`config.mk`:
```
export PLATFORM = sky130hd
export DESIGN_NAME = sumador_pipe
export DESIGN_NICKNAME = d
export VERILOG_FILES = /design/src/rtl/sumador_pipe.sv
export SDC_FILE = /design/constraint.sdc
export NUM_CORES = 1
export LEC_CHECK = 0
export ABC_AREA = 1
export CORE_UTILIZATION = 30
export CTS_CLUSTER_DIAMETER = 100
export DETAILED_ROUTE_END_ITERATION = 7
export GPL_TIMING_DRIVEN = 0
export PLACE_DENSITY_LB_ADDON = 0.1
export SKIP_LAST_GASP = 1
export SYNTH_ARGS = -nofsm -noshare
export SYNTH_HDL_FRONTEND = slang
export SYNTH_SLANG_ARGS = --single-unit
export TNS_END_PERCENT = 30
```
`constraint.sdc`:
```
create_clock -name clk -period 2.5 [get_ports clk]
set_input_delay 0.375 -clock clk [delete_from_list [all_inputs] [get_ports clk]]
set_output_delay 0.375 -clock clk [all_outputs]
set_load 0.02 [all_outputs]
```
`src/rtl/sumador_pipe.sv`:
```
// ============================================================================
// Module   : sumador_pipe
// Brief    : Two-stage pipelined signed adder/subtractor with valid/ready
//            handshake and {N,Z,C,V} flags. Define SUMADOR_SAT_EN for signed
//            saturation of the result on overflow.
// Revision : 1.0 - initial release
// ============================================================================
`default_nettype none

module sumador_pipe #(
  parameter int WIDTH = 32
) (
  input  logic             clk,
  input  logic             rst,
  input  logic             in_valid,
  output logic             in_ready,
  input  logic [WIDTH-1:0] A,
  input  logic [WIDTH-1:0] B,
  input  logic             op,
  output logic             out_valid,
  input  logic             out_ready,
  output logic [WIDTH-1:0] S,
  output logic [3:0]       flags
);

  localparam int c_half = WIDTH / 2;

`ifdef SUMADOR_SAT_EN
  localparam logic [WIDTH-1:0] c_max_pos = {1'b0, {(WIDTH-1){1'b1}}};
  localparam logic [WIDTH-1:0] c_min_neg = {1'b1, {(WIDTH-1){1'b0}}};
`endif

  // stage 1 state
  logic              r_s1_valid;
  logic [c_half-1:0] r_s1_lo;
  logic              r_s1_c;
  logic [c_half-1:0] r_s1_ahi;
  logic [c_half-1:0] r_s1_bhi;
  logic              r_s1_op;

  // stage 2 state (drives the outputs directly)
  logic              r_s2_valid;
  logic [WIDTH-1:0]  r_s;
  logic [3:0]        r_flags;

  logic              w_adv;
  logic              w_accept;
  logic [c_half-1:0] w_b_lo;
  logic [c_half:0]   w_lo_sum;
  logic [c_half-1:0] w_b_hi;
  logic [c_half:0]   w_hi_sum;
  logic [WIDTH-1:0]  w_wrap;
  logic              w_c;
  logic              w_v;
  logic [WIDTH-1:0]  w_res;
  logic [3:0]        w_flags;

  // Stage 2 frees up when empty or when its beat is being taken.
  assign w_adv    = !r_s2_valid || out_ready;
  assign in_ready = !rst && (!r_s1_valid || w_adv);
  assign w_accept = in_valid && in_ready;

  // Low half: subtraction folds in as A + ~B + 1, the +1 entering as carry-in.
  assign w_b_lo   = op ? ~B[c_half-1:0] : B[c_half-1:0];
  assign w_lo_sum = {1'b0, A[c_half-1:0]} + {1'b0, w_b_lo} + {{c_half{1'b0}}, op};

  // Upper half completes from the registered low-half carry.
  assign w_b_hi   = r_s1_op ? ~r_s1_bhi : r_s1_bhi;
  assign w_hi_sum = {1'b0, r_s1_ahi} + {1'b0, w_b_hi} + {{c_half{1'b0}}, r_s1_c};
  assign w_wrap   = {w_hi_sum[c_half-1:0], r_s1_lo};
  assign w_c      = w_hi_sum[c_half];
  assign w_v      = (r_s1_ahi[c_half-1] == w_b_hi[c_half-1]) &&
                    (w_wrap[WIDTH-1] != r_s1_ahi[c_half-1]);

`ifdef SUMADOR_SAT_EN
  // Clamp toward the sign of A; V still reports the overflow.
  assign w_res = w_v ? (r_s1_ahi[c_half-1] ? c_min_neg : c_max_pos) : w_wrap;
`else
  assign w_res = w_wrap;
`endif

  assign w_flags = {w_res[WIDTH-1], (w_res == '0), w_c, w_v};

  always_ff @(posedge clk) begin
    if (rst) begin
      r_s1_valid <= 1'b0;
      r_s1_lo    <= '0;
      r_s1_c     <= 1'b0;
      r_s1_ahi   <= '0;
      r_s1_bhi   <= '0;
      r_s1_op    <= 1'b0;
      r_s2_valid <= 1'b0;
      r_s        <= '0;
      r_flags    <= 4'b0000;
    end else begin
      if (w_accept) begin
        r_s1_valid <= 1'b1;
        r_s1_lo    <= w_lo_sum[c_half-1:0];
        r_s1_c     <= w_lo_sum[c_half];
        r_s1_ahi   <= A[WIDTH-1:c_half];
        r_s1_bhi   <= B[WIDTH-1:c_half];
        r_s1_op    <= op;
      end else if (w_adv) begin
        r_s1_valid <= 1'b0;
      end

      if (w_adv) begin
        r_s2_valid <= r_s1_valid;
        if (r_s1_valid) begin
          r_s     <= w_res;
          r_flags <= w_flags;
        end
      end
    end
  end

  assign out_valid = r_s2_valid;
  assign S         = r_s;
  assign flags     = r_flags;

endmodule

`default_nettype wire

```
======== Word-level counts from Yosys, hierarchy flattened ========
Index checks and enable logic that the tools add are counted.
Widths: inputs -> output; s select.
storage, ports and cells
  word-level logic and storage cells ...... 32
  flip-flop bits (word level) ............. 88
  input bits .............................. 69
operators by class
  add/subtract/negate cells ............... 4
  multiplexer cells ....................... 4
  reduce and logical (&&, ||, !) cells .... 11
  equality and inequality tests ........... 2
  bitwise gates (word level) .............. 2
operators with widths
  cell               number
  $add 16x16->17     2
  $add 17x1->17      2
  $logic_not 32->1   1
  $mux 16            2
  $not 16->16        2
  $logic_and 1x1->1  3
  $logic_not 1->1    3
  $logic_or 1x1->1   2
  $mux 1             2
  $reduce_and 2->1   1
  $reduce_bool 2->1  1
  $eq 1x1->1         1
  $ne 1x1->1         1

======== Logic depth before layout (Yosys ltp) ========
Gate-level depths: netlist (run 1).
  word-level depth ........................ 6
  gate-level depth with buffers ........... 18
  depth with buffers taken out ............ 17

======== Worst setup path after synthesis (run 1) ========
No wires, ideal clock.
  path kind ............................... reg-to-reg
  from .................................... register r_s1_op
  to ...................................... register r_flags[2], in the netlist flags[2]
  clock period less this slack ............ 2579 ps
  cell stages (with the launch flop) ...... 17
  data arrival time ....................... 2511 ps
  path slack .............................. -79 ps
  path buffers ............................ 2
  library setup time ...................... 68 ps
  path through ............................ dfxtp_1 -> buf_2 -> buf_2 -> xnor2_1 -> fa_1 -> fa_1 -> inv_1 -> nand3_1 -> nand2_1 -> nand3_1 -> nand3_1 -> nand2_1 -> nand2_1 -> nand2_1 -> nor2_2 -> nand3_1 -> a21oi_2
on the way
  word-level cells in the longest chain between the ends .. 4
ends and longest elaborated chain
  element                 RTL line  source
  start, declared         39        logic r_s1_op;
  start signal, assigned  102       r_s1_op <= op;
  $mux 16                 68        assign w_b_hi = r_s1_op ? ~r_s1_bhi : r_s1_bhi;
  $add 16x16->17          69        assign w_hi_sum = {1'b0, r_s1_ahi} + {1'b0, w_b_hi} + {{c_half{1'b0}}, r_s1_c};
  $add 17x1->17           69
  $logic_not 32->1        82        assign w_flags = {w_res[WIDTH-1], (w_res == '0), w_c, w_v};
  end signal, assigned    111       r_flags <= w_flags;
  end, declared           44        logic [3:0] r_flags;
Every way passes these cells.
A chain may end at the register's enable or synchronous reset.

======== Final worst setup path (run 1) ========
Ends and elaborated chain as after synthesis.

==> out/results.ini, run 1 <==
[drt]
via_per_inst=4.419
met1_length_mm=7.931
met3_wirelength_um=522
drt_iter0_markers=228
ant_nets=0
wl_per_cell_um=13.41
route.detailed.drc=0
vias=4941
top_layer_used=met4
dr_wl_met2_mm=6.379
drtPass1Iterations=4
wl_mm=15.00

[synthesis]
yosys_warnings=0
synth_nets=872
yosysSeqAreaShare=0.3279
synth_top_family_by_area=simple AND/OR/NAND/NOR gates
synth_simple_gate_area_frac=0.2615
ys_top_cells_by_area=dfxtp_1 (33%), nand2_1 (14%), inv_1 (7.5%), o21ai_0 (7.4%), ha_1 (7.1%)
synthArstFlopShare=0
yosys.area_share.adder=0.08198
synth_cell_types=38
ys.flop_type=dfxtp_1
synth_xor_area_frac=0.06266
avgSynthCellArea_um2=6.898
synth_top_area_cell=dfxtp_1
synth_area_um2=5311
ys_top_cells_by_count=nand2_1 (193), inv_1 (106), dfxtp_1 (87), o21ai_0 (79), a21oi_1 (49)
syn_inst=770
synth_edf_count=0
yosysMostFrequentCell=nand2_1
ys_ff_latch=87
yosys.area.top_type_share=0.3279
muxShareOfSynthArea=0
synth-compound-area-share=0.1611

[place]
detailedPlacementHpwl_mm=12.20
place.gp.congestion=0.8219
place_area_um2=6650
port_buffers=105

[critical_path]
slowest_delay_ps=560
crit_fanout=2
worstPathArrival_ps=2760
cp_num_cells=12
endpoint_kind=register
cp.required_ps=2780
timing.rr.start=r_s1_op
cp_slowest_cell=fa_2
reg2reg_depth=12
path_buf_inv=1
crit_path_start_kind=register
path_delay_family=adder cells
cp_cell_sequence=buf_12 > xnor2_4 > fa_2 > fa_2 > nand3_2 > nor2_2 > nand3_2 > nor3_4 > nand3_1 > nor2_1 > nand3_1 > a21oi_2
cp-startpoint=r_s1_op
crit_type=reg -> reg

[die]
die-area_um2=18240
start_util=0.3071
die_w_um=135.1
core_area_um2=17300
row_count=48
dieHeight_um=135.1
io-pin-count=107

[clock_network]
path_clk_slew_ps=70
clkSinkCount=87
clk_latency_ps=350
htree_levels=3
clock_path_buffers=2
cts_tree=yes
cts_made_buffers=9
cts-root-buf=clkbuf_16

[worst_hold_path]
hold_path.class=in -> reg
whs_path_depth=3
hold_start=op

[flow_run]
cap_violations=0

[timing]
fin_crit_sh=0.9934
slew_headroom=0.5915
drv_slew=0
rsz0062_at_grt=yes
fmax_ghz=0.4026
hold_viol_final=0
worst_pin_slew_ps=612.8
finClkSkew_ps=9.928
fin_crit_ps=2484
setup_viol_count_final=0
hold_ws_ps=354.8

[global_routing]
grt-ovfl-total=0
grt.total_usage=0.1736
grt_pass1_wl_mm=24.28
grt_max_degree=14
antenna_found_initial=0
grt_pass1_vias=4715

[pwr]
vdd_ir_drop_max_uv=326.8
p_per_area_nw_per_um2=598.4
leakage_nw=3.291

[final_layout]
syn_to_final_growth_pct=32.56
postLayoutCellArea_um2=7041
fillers=1882
num-nets-final=992
n_antenna_cell=0
drive_gt1_frac=0.09518

[outcome]
status=finished, final reports clean

-- path summary, 6_finish.rpt --
check	endpoint	slack [ps]
min reg2reg	S[11]	470
max	flags[2]	20
max reg2reg	flags[2]	20
min	r_s1_op	350
-- flip-flops by register name, summed over array words and instances, names as in the netlist --
name,cells
S,32
flags,3
out_valid,1
r_s1_ahi,16
r_s1_bhi,16
r_s1_c,1
r_s1_lo,16
r_s1_op,1
r_s1_valid,1
-- layout make-up --
type	instances	area (um2)	share of cell area
inverter	112	420.4	0.05971
sequential	87	1743	0.2476
clock inverter	4	48.80	0.006931
buffer	29	146.4	0.02079
timing repair buffer	110	1089	0.1546
multi-input combinational	541	3083	0.4379
tap	225	281.5	0.03999
clock buffer	10	229.0	0.03252
-- tightest hold or removal path: cells and delay by family --
kind                   cells  cell delay, ps
buffers and inverters      2             200
AO/OA/AOI/OAI              1              80
-- what timing repair did --
item / CTS / global route
pin swaps: 11 / 9
hold buffers: 0 / 0
gates resized for setup: 11 / 10
setup endpoints to repair: 7 / 10
buffers inserted: 4 / 1
endpoints found under the hold margin: 0 / 0
-- where the power goes --
group / internal [mW] / switching [mW] / leakage [nW]
Combinational: 0.551 / 0.773 / 2.43
Clock: 0.762 / 0.552 / 0.138
Sequential: 1.51 / 0.0688 / 0.719
Total: 2.82 / 1.39 / 3.29
-- per-stage QoR --
step	instances	total power, mW	TNS [ps]	utilization	setup WS [ps]
after floorplan	770	2.428	0	-	35.08
after global placement	1100	2.889	-1780	0.3845	-545.8
after detailed placement	1100	2.886	-1729	0.3845	-525.6
after CTS	1118	4.252	-212.9	0.4049	-208.2
after global routing	1118	4.479	-115.7	0.4070	-105.6
final	1118	4.213	0	0.4070	16.38
-- logic make-up (layout without fill, tap and decap cells) --
| logic type | count (synthesis) | in the layout |
|---|---|---|
| simple gates | 315 | 315 |
| buf+inv | 142 | 265 |
| fa+ha+maj | 33 | 33 |
| compound gates | 155 | 155 |
| flops | 87 | 87 |
| xor+xnor | 38 | 38 |
-- metal layers --
layer  GRT usage  up-vias
li1            -     2695
met1      0.2550     2150
met2      0.2586       86
met3     0.02815       10
met4     0.04869        0
met5           0        -
-- placed cells by master (no fill, tap or decap), types with 3 or more instances in the layout --
cell type        netlist  layout
buf_4                  2       7
nand3_2                4       6
dfxtp_1               87      86
o31ai_1                7       7
nand4_1                4       4
nor2_1                36      35
nor2_2                 6       7
clkdlybuf4s50_1        0     105
clkbuf_1              20      21
xor2_1                32      32
o21ai_0               79      79
buf_2                  7       5
nand2_4                4       4
a21oi_2                1       3
nand2_1              193     190
nand3_1               39      37
nand2_2               19      22
xnor2_1                6       4
a21oi_1               49      47
o211ai_1              10      10
and2_1                 4       4
clkbuf_16              0       9
ha_1                  30      30
inv_1                106     105
inv_2                  5       6
No activity file was read; power rests on OpenSTA's default activity.
==> inputs of run 2 (changes only) <==
--- a/config.mk
+++ b/config.mk
@@ -6,7 +6,7 @@
 export NUM_CORES = 1
 export LEC_CHECK = 0
 export ABC_AREA = 1
-export CORE_UTILIZATION = 30
+export CORE_UTILIZATION = 47
 export CTS_CLUSTER_DIAMETER = 100
 export DETAILED_ROUTE_END_ITERATION = 7
 export GPL_TIMING_DRIVEN = 0
==> run 2 against run 1 <==
The flow now finishes with violations (setup timing). Non-clock buffer count grew 1. Clock-buffer cell count shrank 1. Global-route usage grew 8.1 points. Largest cell class unchanged.
==> out/results.ini, run 2 (synthesis results as in run 1) <==
[die]
start_util=0.4857  ; +0.1786
row_count=38  ; -21%
core_area_um2=10940  ; -37%
die_w_um=108.3  ; -20%
io-pin-count=107  ; unchanged
die-area_um2=11730  ; -36%
dieHeight_um=108.3  ; -20%

[global_routing]
grt_util_met1=0.3659  ; +0.1109
grt_use_met3=0.04521  ; +0.01705
antenna_found_initial=0  ; unchanged
grt-ovfl-total=0  ; unchanged
use_met2=0.3872  ; +0.1286
grt.total_usage=0.2548  ; +0.08127
grt_pass1_wl_mm=22.94  ; -5.5%
top_usage_layer=met2
grt_max_degree=14  ; unchanged
grt_pass1_vias=4788  ; +1.5%

[timing]
finClkSkew_ps=9.097  ; -0.8311 ps
drv_slew=0  ; unchanged
rsz0062_at_grt=yes
setup_viol_count_final=1  ; +1
hold_viol_final=0  ; unchanged
fin_ws_ps=-118.9  ; -135.3 ps
fin_crit_sh=1.048  ; +0.05412
slew_headroom=0.6010  ; +0.009562
fmax_ghz=0.3818  ; -5.2%
hold_ws_ps=376.9  ; +22.08 ps
fin_crit_ps=2619  ; +135.3 ps
worst_pin_slew_ps=598.4  ; -14.34 ps

[pwr]
vdd_ir_drop_max_uv=538.2  ; +65%
leakage_nw=3.280  ; -0.35%
p_per_area_nw_per_um2=593.0  ; -0.90%
power_mw=4.098  ; -2.7%

[drt]
drt_iter0_markers=290  ; +27%
wl_mm=14.39  ; -4.0%
ant_nets=0  ; unchanged
vias=5220  ; +5.6%
wl_per_cell_um=13.93  ; +3.9%
route.detailed.drc=0  ; unchanged
drtPass1Iterations=5  ; +1
via_per_inst=5.053  ; +14%

[clock_network]
cts_made_buffers=9  ; unchanged
htree_levels=3  ; unchanged
cts-root-buf=clkbuf_16
path_clk_slew_ps=60  ; about the same
clock_path_buffers=2  ; unchanged
cts.hold.buffers_added=0  ; unchanged
cts_tree=yes
clk_latency_ps=350  ; about the same
clkSinkCount=87  ; unchanged

[place]
place.gp.congestion=0.8948  ; +8.9%
detailedPlacementHpwl_mm=11.52  ; -5.5%
port_buffers=105  ; unchanged
place_area_um2=6544  ; -1.6%

[critical_path]
crit_type=reg -> reg
endpoint_kind=register
timing.rr.start=r_s1_op
cp.required_ps=2780  ; about the same
path_buf_inv=2  ; +1
regToRegSetupSlack_ps=-120  ; -140 ps
reg2reg_depth=13  ; +1
regToRegEndpoint=flags[2]
slowest_delay_ps=590  ; +30 ps
path_delay_family=adder cells
worstPathArrival_ps=2900  ; +140 ps
cp_cell_sequence=buf_6 > buf_12 > xnor2_4 > fa_2 > fa_2 > nand3_2 > nor2_2 > nand3_2 > nor3_2 > nand3_1 > nor2_1 > nand3_1 > a21oi_2
crit_path_start_kind=register
crit_fanout=4  ; +2
cp_slowest_cell=fa_2

[flow_run]
cap_violations=0  ; unchanged

[worst_hold_path]
whs_path_depth=3  ; unchanged
hold_start=op
min_to=r_s1_op
hold_path.class=in -> reg

[final_layout]
multi_input_comb_area_um2=3062  ; -0.69%
seq_area_um2=1743  ; unchanged
layout_commonest_cell=nand2_1
layout_common_cells=nand2_1 (192), inv_1 (105), clkdlybuf4s50_1 (105)
postLayoutCellArea_um2=6910  ; -1.8%
largest_register_ffs=32  ; unchanged
syn_to_final_growth_pct=30.11
fillers=1051  ; -44%
n_antenna_cell=0  ; unchanged
drive_gt1_frac=0.09183  ; -0.003359
num-nets-final=993  ; +0.10%

[outcome]
failed_checks=setup timing
status=complete, but fails checks

==> run 2: cell types whose count changed in the layout (fill, tap and decap cells not counted), sizes merged <==
cell / delta
clkbuf: -1
buf: +1
bufinv: -1
clkinvlp: +1
==> run 2: metal layers <==
| layer | vias up | routed length, um |
|---|---|---|
| li1 | 2685 | - |
| met1 | 2346 | 7240 |
| met2 | 176 | 6082 |
| met3 | 13 | 891 |
| met4 | 0 | 179 |
| met5 | - | 0 |
==> run 2: area by class of cell <==
cell class / instances / area share
plain buffers: 30 / 0.02281
clock buffers: 9 / 0.03259
clock inverters: 4 / 0.003802
inverters: 112 / 0.06084
multi-input cells: 541 / 0.4431
flip-flops and latches: 87 / 0.2522
well taps: 140 / 0.02535
repair buffers: 110 / 0.1593
==> run 2: power by group <==
part	switching, mW	leakage [nW]	total (mW)	internal [mW]
clock	0.546	0.123	1.20	0.654
sequential	0.0686	0.719	1.58	1.51
combinational	0.773	2.44	1.32	0.549
total	1.39	3.28	4.10	2.71
==> run 2: worst min-delay path: cells and delay by family <==
family,cells,cell delay [ps]
AO/OA/AOI/OAI,1,100
buffers and inverters,2,200
==> run 2: timing repair <==
item | 4_1_cts | 5_1_grt
setup endpoints to repair | 6 | 5
buffers inserted | 0 | 5
gates cloned | 0 | 0
gates resized for setup | 7 | 9
hold endpoints to repair | 0 | 0
pin swaps | 0 | 12
==> run 2: how the worst max path moves through the flow <==
| stage | end | startpoint | cells after the start |
|---|---|---|---|
| floorplan | flags[2] | r_s1_op | 16 |
| global placement | flags[2] | r_s1_op | 16 |
| detailed placement | flags[2] | r_s1_op | 16 |
| CTS | flags[2] | r_s1_op | 13 |
| global route | flags[2] | r_s1_op | 13 |
| finish | flags[2] | r_s1_op | 13 |
==> run 2: per-stage QoR <==
step | setup slack (ps) | util | TNS [ps] | std cells
floorplan | 35.08 | - | 0 | 770
global placement | -310.2 | 0.5984 | -882.8 | 1015
detailed placement | -350.4 | 0.5984 | -1138 | 1015
CTS | -136.0 | 0.6231 | -136.0 | 1028
global route | -228.4 | 0.6319 | -358.3 | 1033
finish | -118.9 | 0.6319 | -118.9 | 1033
